$ cat config.mk
export PLATFORM = sky130hd
export DESIGN_NAME = adder_csel_pipe
export DESIGN_NICKNAME = d
export VERILOG_FILES = /design/src/rtl/adder_pkg.sv /design/src/rtl/csel_block.sv /design/src/rtl/adder_csel_pipe.sv
export SDC_FILE = /design/constraint.sdc
export NUM_CORES = 1
export LEC_CHECK = 0
export CAP_MARGIN = 20
export CORE_UTILIZATION = 48
export CTS_CLUSTER_DIAMETER = 100
export DETAILED_ROUTE_END_ITERATION = 8
export GPL_ROUTABILITY_DRIVEN = 0
export PLACE_DENSITY_LB_ADDON = 0.05
export SLEW_MARGIN = 20
export SYNTH_ARGS = -nofsm -noshare
export SYNTH_HDL_FRONTEND = slang
export SYNTH_SLANG_ARGS = --single-unit
$ cat constraint.sdc
create_clock -name clk -period 3.5 [get_ports clk]
set_input_delay 0.7 -clock clk [delete_from_list [all_inputs] [get_ports clk]]
set_output_delay 0.7 -clock clk [all_outputs]
set_load 0.01 [all_outputs]
$ cat src/rtl/adder_pkg.sv
// Shared constants for the carry-select pipelined adder.
package adder_pkg;

  // Operation encodings carried on the op input.
  localparam logic OP_ADD = 1'b0;
  localparam logic OP_SUB = 1'b1;

  // Default geometry: 32-bit datapath split into 8-bit carry-select blocks.
  localparam int DEF_WIDTH = 32;
  localparam int DEF_BLK   = 8;

endpackage

$ cat src/rtl/csel_block.sv
// One carry-select block: produces the block sum and carry for both
// possible carry-in values so the select chain can pick one later.
module csel_block #(
  parameter int BLK = 8
) (
  input  logic [BLK-1:0] a,
  input  logic [BLK-1:0] b,
  output logic [BLK-1:0] s0,
  output logic [BLK-1:0] s1,
  output logic           c0,
  output logic           c1
);

  // Dual speculative additions: carry-in 0 and carry-in 1.
  always_comb begin
    {c0, s0} = {1'b0, a} + {1'b0, b};
    {c1, s1} = {1'b0, a} + {1'b0, b} + {{BLK{1'b0}}, 1'b1};
  end

endmodule

$ cat src/rtl/adder_csel_pipe.sv
// Two-stage pipelined carry-select adder/subtractor with valid/ready
// handshakes on both sides. Stage 1 registers the per-block speculative
// sums; stage 2 resolves the select chain and registers the result.
module adder_csel_pipe
  import adder_pkg::*;
#(
  parameter int WIDTH = DEF_WIDTH,
  parameter int BLK   = DEF_BLK
) (
  input  logic             clk,
  input  logic             rst_n,
  input  logic             in_valid,
  output logic             in_ready,
  input  logic [WIDTH-1:0] a,
  input  logic [WIDTH-1:0] b,
  input  logic             cin,
  input  logic             op,
  output logic             out_valid,
  input  logic             out_ready,
  output logic [WIDTH-1:0] sum,
  output logic             cout,
  output logic             ovf
);

  localparam int NB = WIDTH / BLK;

  // Signed overflow: operands agree in sign but the result does not.
  function automatic logic ovf_detect(input logic a_msb, input logic b_msb,
                                      input logic s_msb);
    return (a_msb == b_msb) && (s_msb != a_msb);
  endfunction

  logic             s1_en;
  logic             s2_en;

  logic [WIDTH-1:0] b_eff;
  logic             cin_eff;
  logic [WIDTH-1:0] blk_s0;
  logic [WIDTH-1:0] blk_s1;
  logic [NB-1:0]    blk_c0;
  logic [NB-1:0]    blk_c1;

  logic             s1_valid_d, s1_valid_q;
  logic [WIDTH-1:0] s1_s0_d,    s1_s0_q;
  logic [WIDTH-1:0] s1_s1_d,    s1_s1_q;
  logic [NB-1:0]    s1_c0_d,    s1_c0_q;
  logic [NB-1:0]    s1_c1_d,    s1_c1_q;
  logic             s1_cin_d,   s1_cin_q;
  logic             s1_amsb_d,  s1_amsb_q;
  logic             s1_bmsb_d,  s1_bmsb_q;

  logic [WIDTH-1:0] res_sum;
  logic             res_cout;

  logic             out_valid_d, out_valid_q;
  logic [WIDTH-1:0] sum_d,       sum_q;
  logic             cout_d,      cout_q;
  logic             ovf_d,       ovf_q;

  // Backpressure: a stage advances when its downstream slot is free or draining.
  always_comb begin
    s2_en = !out_valid_q || out_ready;
    s1_en = !s1_valid_q || s2_en;
  end

  // Subtraction is a + ~b + 1; the +1 rides in as the block-0 carry.
  always_comb begin
    b_eff   = (op == OP_SUB) ? ~b : b;
    cin_eff = (op == OP_SUB) ? 1'b1 : cin;
  end

  for (genvar k = 0; k < NB; k++) begin : g_blk
    csel_block #(.BLK(BLK)) u_blk (
      .a  (a[k*BLK +: BLK]),
      .b  (b_eff[k*BLK +: BLK]),
      .s0 (blk_s0[k*BLK +: BLK]),
      .s1 (blk_s1[k*BLK +: BLK]),
      .c0 (blk_c0[k]),
      .c1 (blk_c1[k])
    );
  end

  // ---- stage 1: capture speculative block results ----
  // Stage-1 next state: load on enable, otherwise hold.
  always_comb begin
    s1_valid_d = s1_valid_q;
    s1_s0_d    = s1_s0_q;
    s1_s1_d    = s1_s1_q;
    s1_c0_d    = s1_c0_q;
    s1_c1_d    = s1_c1_q;
    s1_cin_d   = s1_cin_q;
    s1_amsb_d  = s1_amsb_q;
    s1_bmsb_d  = s1_bmsb_q;
    if (s1_en) begin
      s1_valid_d = in_valid;
      s1_s0_d    = blk_s0;
      s1_s1_d    = blk_s1;
      s1_c0_d    = blk_c0;
      s1_c1_d    = blk_c1;
      s1_cin_d   = cin_eff;
      s1_amsb_d  = a[WIDTH-1];
      s1_bmsb_d  = b_eff[WIDTH-1];
    end
  end

  // Stage-1 valid flag; only control state is reset.
  always_ff @(posedge clk) begin
    if (!rst_n) s1_valid_q <= 1'b0;
    else        s1_valid_q <= s1_valid_d;
  end

  // Stage-1 datapath registers.
  always_ff @(posedge clk) begin
    s1_s0_q   <= s1_s0_d;
    s1_s1_q   <= s1_s1_d;
    s1_c0_q   <= s1_c0_d;
    s1_c1_q   <= s1_c1_d;
    s1_cin_q  <= s1_cin_d;
    s1_amsb_q <= s1_amsb_d;
    s1_bmsb_q <= s1_bmsb_d;
  end

  // ---- stage 2: resolve select chain and register result ----
  // Ripple the selected carry through the blocks to pick each block sum.
  always_comb begin
    logic carry;
    carry   = s1_cin_q;
    res_sum = '0;
    for (int k = 0; k < NB; k++) begin
      res_sum[k*BLK +: BLK] = carry ? s1_s1_q[k*BLK +: BLK] : s1_s0_q[k*BLK +: BLK];
      carry                 = carry ? s1_c1_q[k] : s1_c0_q[k];
    end
    res_cout = carry;
  end

  // Stage-2 next state: load on enable, otherwise hold for the stalled consumer.
  always_comb begin
    out_valid_d = out_valid_q;
    sum_d       = sum_q;
    cout_d      = cout_q;
    ovf_d       = ovf_q;
    if (s2_en) begin
      out_valid_d = s1_valid_q;
      sum_d       = res_sum;
      cout_d      = res_cout;
      ovf_d       = ovf_detect(s1_amsb_q, s1_bmsb_q, res_sum[WIDTH-1]);
    end
  end

  // Stage-2 registers; result is cleared on reset so outputs read zero.
  always_ff @(posedge clk) begin
    if (!rst_n) begin
      out_valid_q <= 1'b0;
      sum_q       <= '0;
      cout_q      <= 1'b0;
      ovf_q       <= 1'b0;
    end else begin
      out_valid_q <= out_valid_d;
      sum_q       <= sum_d;
      cout_q      <= cout_d;
      ovf_q       <= ovf_d;
    end
  end

  assign in_ready  = s1_en;
  assign out_valid = out_valid_q;
  assign sum       = sum_q;
  assign cout      = cout_q;
  assign ovf       = ovf_q;

endmodule

==> flow_metrics.tcl, run 1 <==
set metrics [dict create \
    path_max_fanout 2 \
    dp_slack_ps -18.8 \
    finalWirelength_um 10700 \
    grt_pass1_wl_um 17700 \
    place_area_sq_um 7360 \
    met2_usage_pct 30.9 \
    min-delay-path-class "reg -> reg" \
    start_util_pct 49.8 \
    die_y_um 114 \
    peakVddDrop_mv 0.261 \
    antenna_found_initial 0 \
    cts_sinks 111 \
    worstSetupPathType "in -> reg" \
    grt_usage_pct 17.5 \
    clock_skew_ps 6.78 \
    p_sw_share_pct 27.4 \
    rsz0062_at_grt "no" \
    ys_types 40 \
    finalHoldViolations 0 \
    maxCapViolations 0 \
    p_sw_uw 1180 \
    portBuffers 105 \
    postCtsSetupRepairBufs 0 \
    post-route-period-util_pct 90.7 \
    wl_per_cell_um 13.2 \
    synthTopCellsByArea "edfxtp_1, dfxtp_1, ha_1, xor2_1, mux2i_1" \
    n_fill_cell 1009 \
    synthesis.area_sq_um 6030 \
    finalNetCount 749 \
    cts_tree "built" \
    drc 0 \
    drtIter0Drc 109 \
    yosysTopAreaCell "edfxtp_1" \
    drtPass1Iterations 4 \
    vias 4119 \
    grt_use_met3_pct 3.39 \
    cp-start-kind "input pin" \
    ys_seq_area_share_pct 49.3 \
    final_area_sq_um 7650 \
    dieWidth_um 114 \
    mostFrequentLayoutCell "clkdlybuf4s50_1" \
    synth_top_area_share_pct 37.3 \
    area_delta_synth_final_pct 26.8 \
    gr-max-usage-layer "met2" \
    p_leak_uw 0.00342 \
    syn_avg_cell_area_sq_um 11.6 \
    combPwrFrac_pct 31.5 \
    pwr-share-clk_pct 23.1 \
    endpoint_kind "flip-flop" \
    pin_count 106 \
    grt_pass1_vias 3922 \
    worstMarginPinSlew_ps 929 \
    grt_max_degree 76 \
    crit_arrival_ps 3260 \
    via_per_inst 5.10 \
    max_slew_margin_pct 38.1 \
    met1_usage_pct 20.7 \
    grt_overflow 0 \
    mostFrequentLayoutCells "clkdlybuf4s50_1, edfxtp_1, xor2_1, nand2_1, ha_1" \
    max_freq_ghz 0.315 \
    cp.required_ps 3590 \
    setup-violations-final 0 \
    clk_latency_ps 340 \
    holdWs_ps 496 \
    clockRootBuffer "clkbuf_16" \
    htree_levels 3 \
    path_clk_slew_ps 70 \
    ant_nets 0 \
    coreArea_sq_um 12100 \
    ys_warn_count 0 \
    diodes 0 \
    internal-power_uw 3130 \
    clk_path_buf_depth 2 \
    cellPowerDensity_nw_per_um2 564 \
    hold_buffers 0 \
    syn_inst 520 \
    ys_ff_latch 111 \
    num_rows 40 \
    period_needed_ps 3180 \
    dp_hpwl_um 8260 \
    dieArea_sq_um 13000 \
    syn-num-nets 634 \
    power_frac_seq_pct 45.4 \
    finalMaxSlewViolations 0 \
    drive_gt1_share_pct 6.09 \
    status "finished clean" \
    cts_buffers 9 \
    fin_ws_ps 324 \
    ctsResizeCount 0 \
]
-- state kept, by name, summed over array words and instances (netlist names) --
signal,cells
ovf,1
s1_valid_q,1
s1_amsb_q,1
cout,1
s1_s0_q,32
out_valid,1
s1_c0_q,4
s1_cin_q,1
s1_c1_q,4
s1_s1_q,32
sum,32
s1_bmsb_q,1
-- synthesized netlist by cell type (all sizes together) --
cell type,n
nor2b,8
and4,1
a21boi,3
o21a,5
nand4,6
nor4,2
nand3,11
ha,40
clkbuf,14
a222oi,1
o21ai,14
nor4b,1
or3,1
inv,24
dfxtp,36
a31oi,7
a221oi,1
o211a,33
nor4bb,1
xor2,47
or2,4
fa,4
nor2,22
a21oi,16
o21bai,1
nor3,4
a21o,3
or4,3
a31o,1
nand2b,1
edfxtp,75
o22ai,3
mux2i,36
buf,4
nor3b,3
nand2,48
and3,6
xnor2,30
-- layer usage --
layer	up-vias	share of wire, %
li1	2109	-
met1	1914	44
met4	0	1.9
met5	-	0
met2	80	50
met3	16	3.8
-- final timing paths --
check / from / endpoint / slack, ps / cells after the start
setup reg to reg: s1_cin_q / ovf / 740 / 6
setup / recovery: b[0] / s1_c1_q[0] / 320 / 10
hold reg to reg: cout / cout / 500 / 1
hold / removal: cout / cout / 500 / 1
-- power groups by stage --
stage | clock network (uW) | logic [uW] | registers [uW]
after floorplan | 0 | 849 | 2010
after global placement | 0 | 1350 | 1970
after detailed placement | 0 | 1370 | 1990
after CTS | 1020 | 1380 | 1960
after global routing | 1070 | 1510 | 2000
final | 998 | 1360 | 1960
-- logic make-up (layout without fill, tap and decap cells) --
group	after synthesis	count (layout)	synth area share, %
flip-flops	111	111	49.3
buffers and inverters	42	162	2.86
AND/OR/NAND/NOR	122	122	9.71
XOR/XNOR	77	77	11.2
AO/OA/AOI/OAI	88	88	11.0
multiplexers	36	36	6.39
adder cells (fa/ha/maj)	44	44	9.62
-- worst max-delay path, stage by stage --
cell	delay [ps]
clkdlybuf4s50_1	410
xor2_1	150
ha_1	220
fa_1	400
a21o_1	210
a221oi_1	380
xnor2_1	210
nand2_1	100
nor4bb_1	370
xor2_1	100
-- layout make-up --
| type | count | area (sq um) | share of cell area (%) |
|---|---|---|---|
| clock buffers | 13 | 250 | 3.27 |
| clock inverters | 3 | 42.5 | 0.556 |
| flip-flops and latches | 111 | 2970 | 38.9 |
| repair buffers | 122 | 1190 | 15.5 |
| inverters | 24 | 90.1 | 1.18 |
| multi-input cells | 367 | 2900 | 37.9 |
| well taps | 168 | 210 | 2.75 |
-- through the flow --
stage               total power, uW  setup TNS, ps  std cells  util (%)
global route                   4590              0        808      63.2
floorplan                      2860              0        520         -
detailed placement             3360          -18.8        792      60.7
CTS                            4360              0        808      63.2
finish                         4320              0        808      63.2
global placement               3320              0        792      60.7
Power figures use the tool's default switching activity.
==> run 2, diff against run 1 <==
ABC_AREA = 1   (was default)
CORE_UTILIZATION = 49   (was 48)
==> flow_metrics.tcl, run 2 <==
set metrics [dict create \
    r2r_cells 11 \
    max_slew_margin_pct 39.8 \
    ys_warn_count 0 \
    portBuffers 105 \
    synth_xor_area_share_pct 6.45 \
    finalSetupTns_ps 0 \
    synth_top_family_by_area "simple AND/OR/NAND/NOR gates" \
    ys_ff_latch 111 \
    hold_end "sum[19]" \
    clock_skew_ps 6.61 \
    num_rows 42 \
    cp_cell_sequence "clkdlybuf4s50_1 -> xor2_1 -> ha_1 -> inv_1 -> fa_1 -> inv_1 -> or2_2 -> nand2_1 -> inv_1 -> nand2_1 -> nor2_1 -> nand2_1 -> nor2_1 -> nand2_1 -> nand2_1 -> nand2_1" \
    period_needed_ps 3050 \
    via_per_inst 4.98 \
    yosysTopAreaCell "edfxtp_1" \
    synth_top_area_share_pct 33.2 \
    pin_count 106 \
    critPathSlowestCell "clkdlybuf4s50_1" \
    rsz0062_at_grt "no" \
    r2r_setup_slack_ps 1460 \
    place_area_sq_um 8020 \
    synth_compound_gate_area_share_pct 5.86 \
    die_y_um 120 \
    drtIter0Drc 210 \
    muxShareOfSynthArea_pct 0 \
    coreArea_sq_um 13400 \
    startpoint "b[24]" \
    dp_hpwl_um 10300 \
    max_freq_ghz 0.328 \
    path_clk_slew_ps 70 \
    finalWirelength_um 13300 \
    synth_fa_ha_area_share_pct 8.55 \
    htree_levels 3 \
    synthTopCellsByArea "edfxtp_1, nand2_1, dfxtp_1, inv_1, ha_1" \
    worstSetupPathType "in -> reg" \
    worstMarginPinSlew_ps 903 \
    post-route-period-util_pct 87.1 \
    finalMaxSlewViolations 0 \
    vias 5545 \
    clk_path_buf_depth 2 \
    synthArstFlopShare_pct 0 \
    drive_gt1_share_pct 4.80 \
    critPathMaxStageDelay_ps 470 \
    hold_buffers 0 \
    grt_usage_pct 19.4 \
    maxCapViolations 0 \
    synth_edf_count 75 \
    path_common_cell "nand2_1" \
    grt_overflow 0 \
    timing.rr.end "ovf" \
    yosys.area_share.simple_pct 25.9 \
    grt_max_degree 77 \
    hold_start "sum[19]" \
    cp.required_ps 3600 \
    ys_types 27 \
    synth_ff_type "edfxtp_1" \
    cts_tree "built" \
    dieArea_sq_um 14300 \
    postCtsSetupRepairBufs 0 \
    synth_common_cells "nand2_1, inv_1, edfxtp_1, nand3_1, xor2_1" \
    mostFrequentLayoutCells "nand2_1, inv_1, clkdlybuf4s50_1" \
    peakVddDrop_mv 0.262 \
    mostFrequentLayoutCell "nand2_1" \
    grt_pass1_vias 5206 \
    ant_nets 0 \
    endpoint_kind "flip-flop" \
    crit_arrival_ps 3150 \
    diodes 0 \
    area_delta_synth_final_pct 23.3 \
    clk_latency_ps 350 \
    syn_avg_cell_area_sq_um 8.22 \
    antenna_found_initial 0 \
    dieWidth_um 120 \
    grt_pass1_wl_um 22300 \
    ctsResizeCount 0 \
    ys_seq_area_share_pct 43.8 \
    path_max_fanout 4 \
    n_fill_cell 1186 \
    syn_inst 826 \
    setup-violations-final 0 \
    finalNetCount 1047 \
    cts_sinks 111 \
    yosysMostFrequentCell "nand2_1" \
    finalHoldViolations 0 \
    wl_per_cell_um 11.9 \
    final_area_sq_um 8370 \
    cellPowerDensity_nw_per_um2 523 \
    start_util_pct 50.7 \
    cp-start-kind "input pin" \
    min-delay-path-class "reg -> reg" \
    p_leak_uw 0.00412 \
    r2r-start "s1_cin_q" \
    syn-num-nets 940 \
    status "finished clean" \
    drtPass1Iterations 5 \
    cts_buffers 9 \
    synthesis.area_sq_um 6790 \
    clockRootBuffer "clkbuf_16" \
    whs_path_depth 2 \
    drc 0 \
]
[run 2: cell types whose count changed in the layout (fill, tap and decap cells not counted), moves of 8 or more]
cell / previous run / this run
inv_1: 24 / 140
buf_4: 16 / 8
nor2_1: 22 / 36
o211a_1: 33 / 0
nor2b_1: 8 / 0
nand4_1: 6 / 23
xnor2_1: 30 / 8
nand3_1: 11 / 75
nand2_1: 47 / 236
mux2i_1: 34 / 0
o211ai_1: 0 / 25
[run 2: how the worst max path moves through the flow]
stage	end	slack (ps)	depth (start not counted)
CTS	s1_c1_q[3]	450	16
global placement	s1_s1_q[22]	260	13
detailed placement	s1_c1_q[2]	170	14
finish	s1_c1_q[3]	450	16
floorplan	in_ready	350	2
global route	s1_c1_q[3]	210	16
[run 2: report_power, final]
| group | total [uW] | switching [uW] | internal, uW |
|---|---|---|---|
| registers | 1890 | 116 | 1780 |
| logic | 1410 | 790 | 621 |
| clock network | 1080 | 449 | 628 |
| total | 4380 | 1360 | 3030 |
[run 2: final cells by class]
cell class | instances | area [sq um] | area share [%]
clock buffer | 9 | 225 | 2.69
sequential | 111 | 2970 | 35.5
timing repair buffer | 114 | 1130 | 13.5
tap | 176 | 220 | 2.63
inverter | 143 | 537 | 6.41
clock inverter | 7 | 96.3 | 1.15
multi-input combinational | 554 | 3190 | 38.1
[run 2: kinds of logic (layout without fill, tap and decap cells)]
| family | count (synthesis) | in the layout |
|---|---|---|
| adders and majority gates | 44 | 44 |
| AOI/OAI and AO/OA | 64 | 64 |
| DFF | 111 | 111 |
| and+or+nand+nor | 396 | 396 |
| xor gates and xnor gates | 50 | 50 |
| buffers and inverters | 161 | 273 |
[run 2: worst max-delay path: cells and delay by family]
family	cells	cell delay, ps
XOR/XNOR	1	170
adder cells (fa/ha/maj)	2	580
buffers and inverters	4	740
AND/OR/NAND/NOR	9	950
[run 2: routing by layer]
layer	part of all wire, %	GRT usage (%)	up-vias
met5	0	0	-
met4	1.6	7.27	0
met3	3.1	2.42	13
met2	52	36.8	109
met1	43	22.1	2525
li1	-	-	2898
[run 2: through the flow]
stage | worst slack (ps) | total power [uW] | cells | utilization (%) | hold WS, ps
global route | 211 | 4670 | 1114 | 62.5 | 518
global placement | 261 | 3300 | 1097 | 59.9 | 478
detailed placement | 171 | 3330 | 1097 | 59.9 | 481
CTS | 453 | 4420 | 1113 | 62.3 | 506
floorplan | 345 | 2860 | 826 | - | 441
finish | 451 | 4380 | 1114 | 62.5 | 501
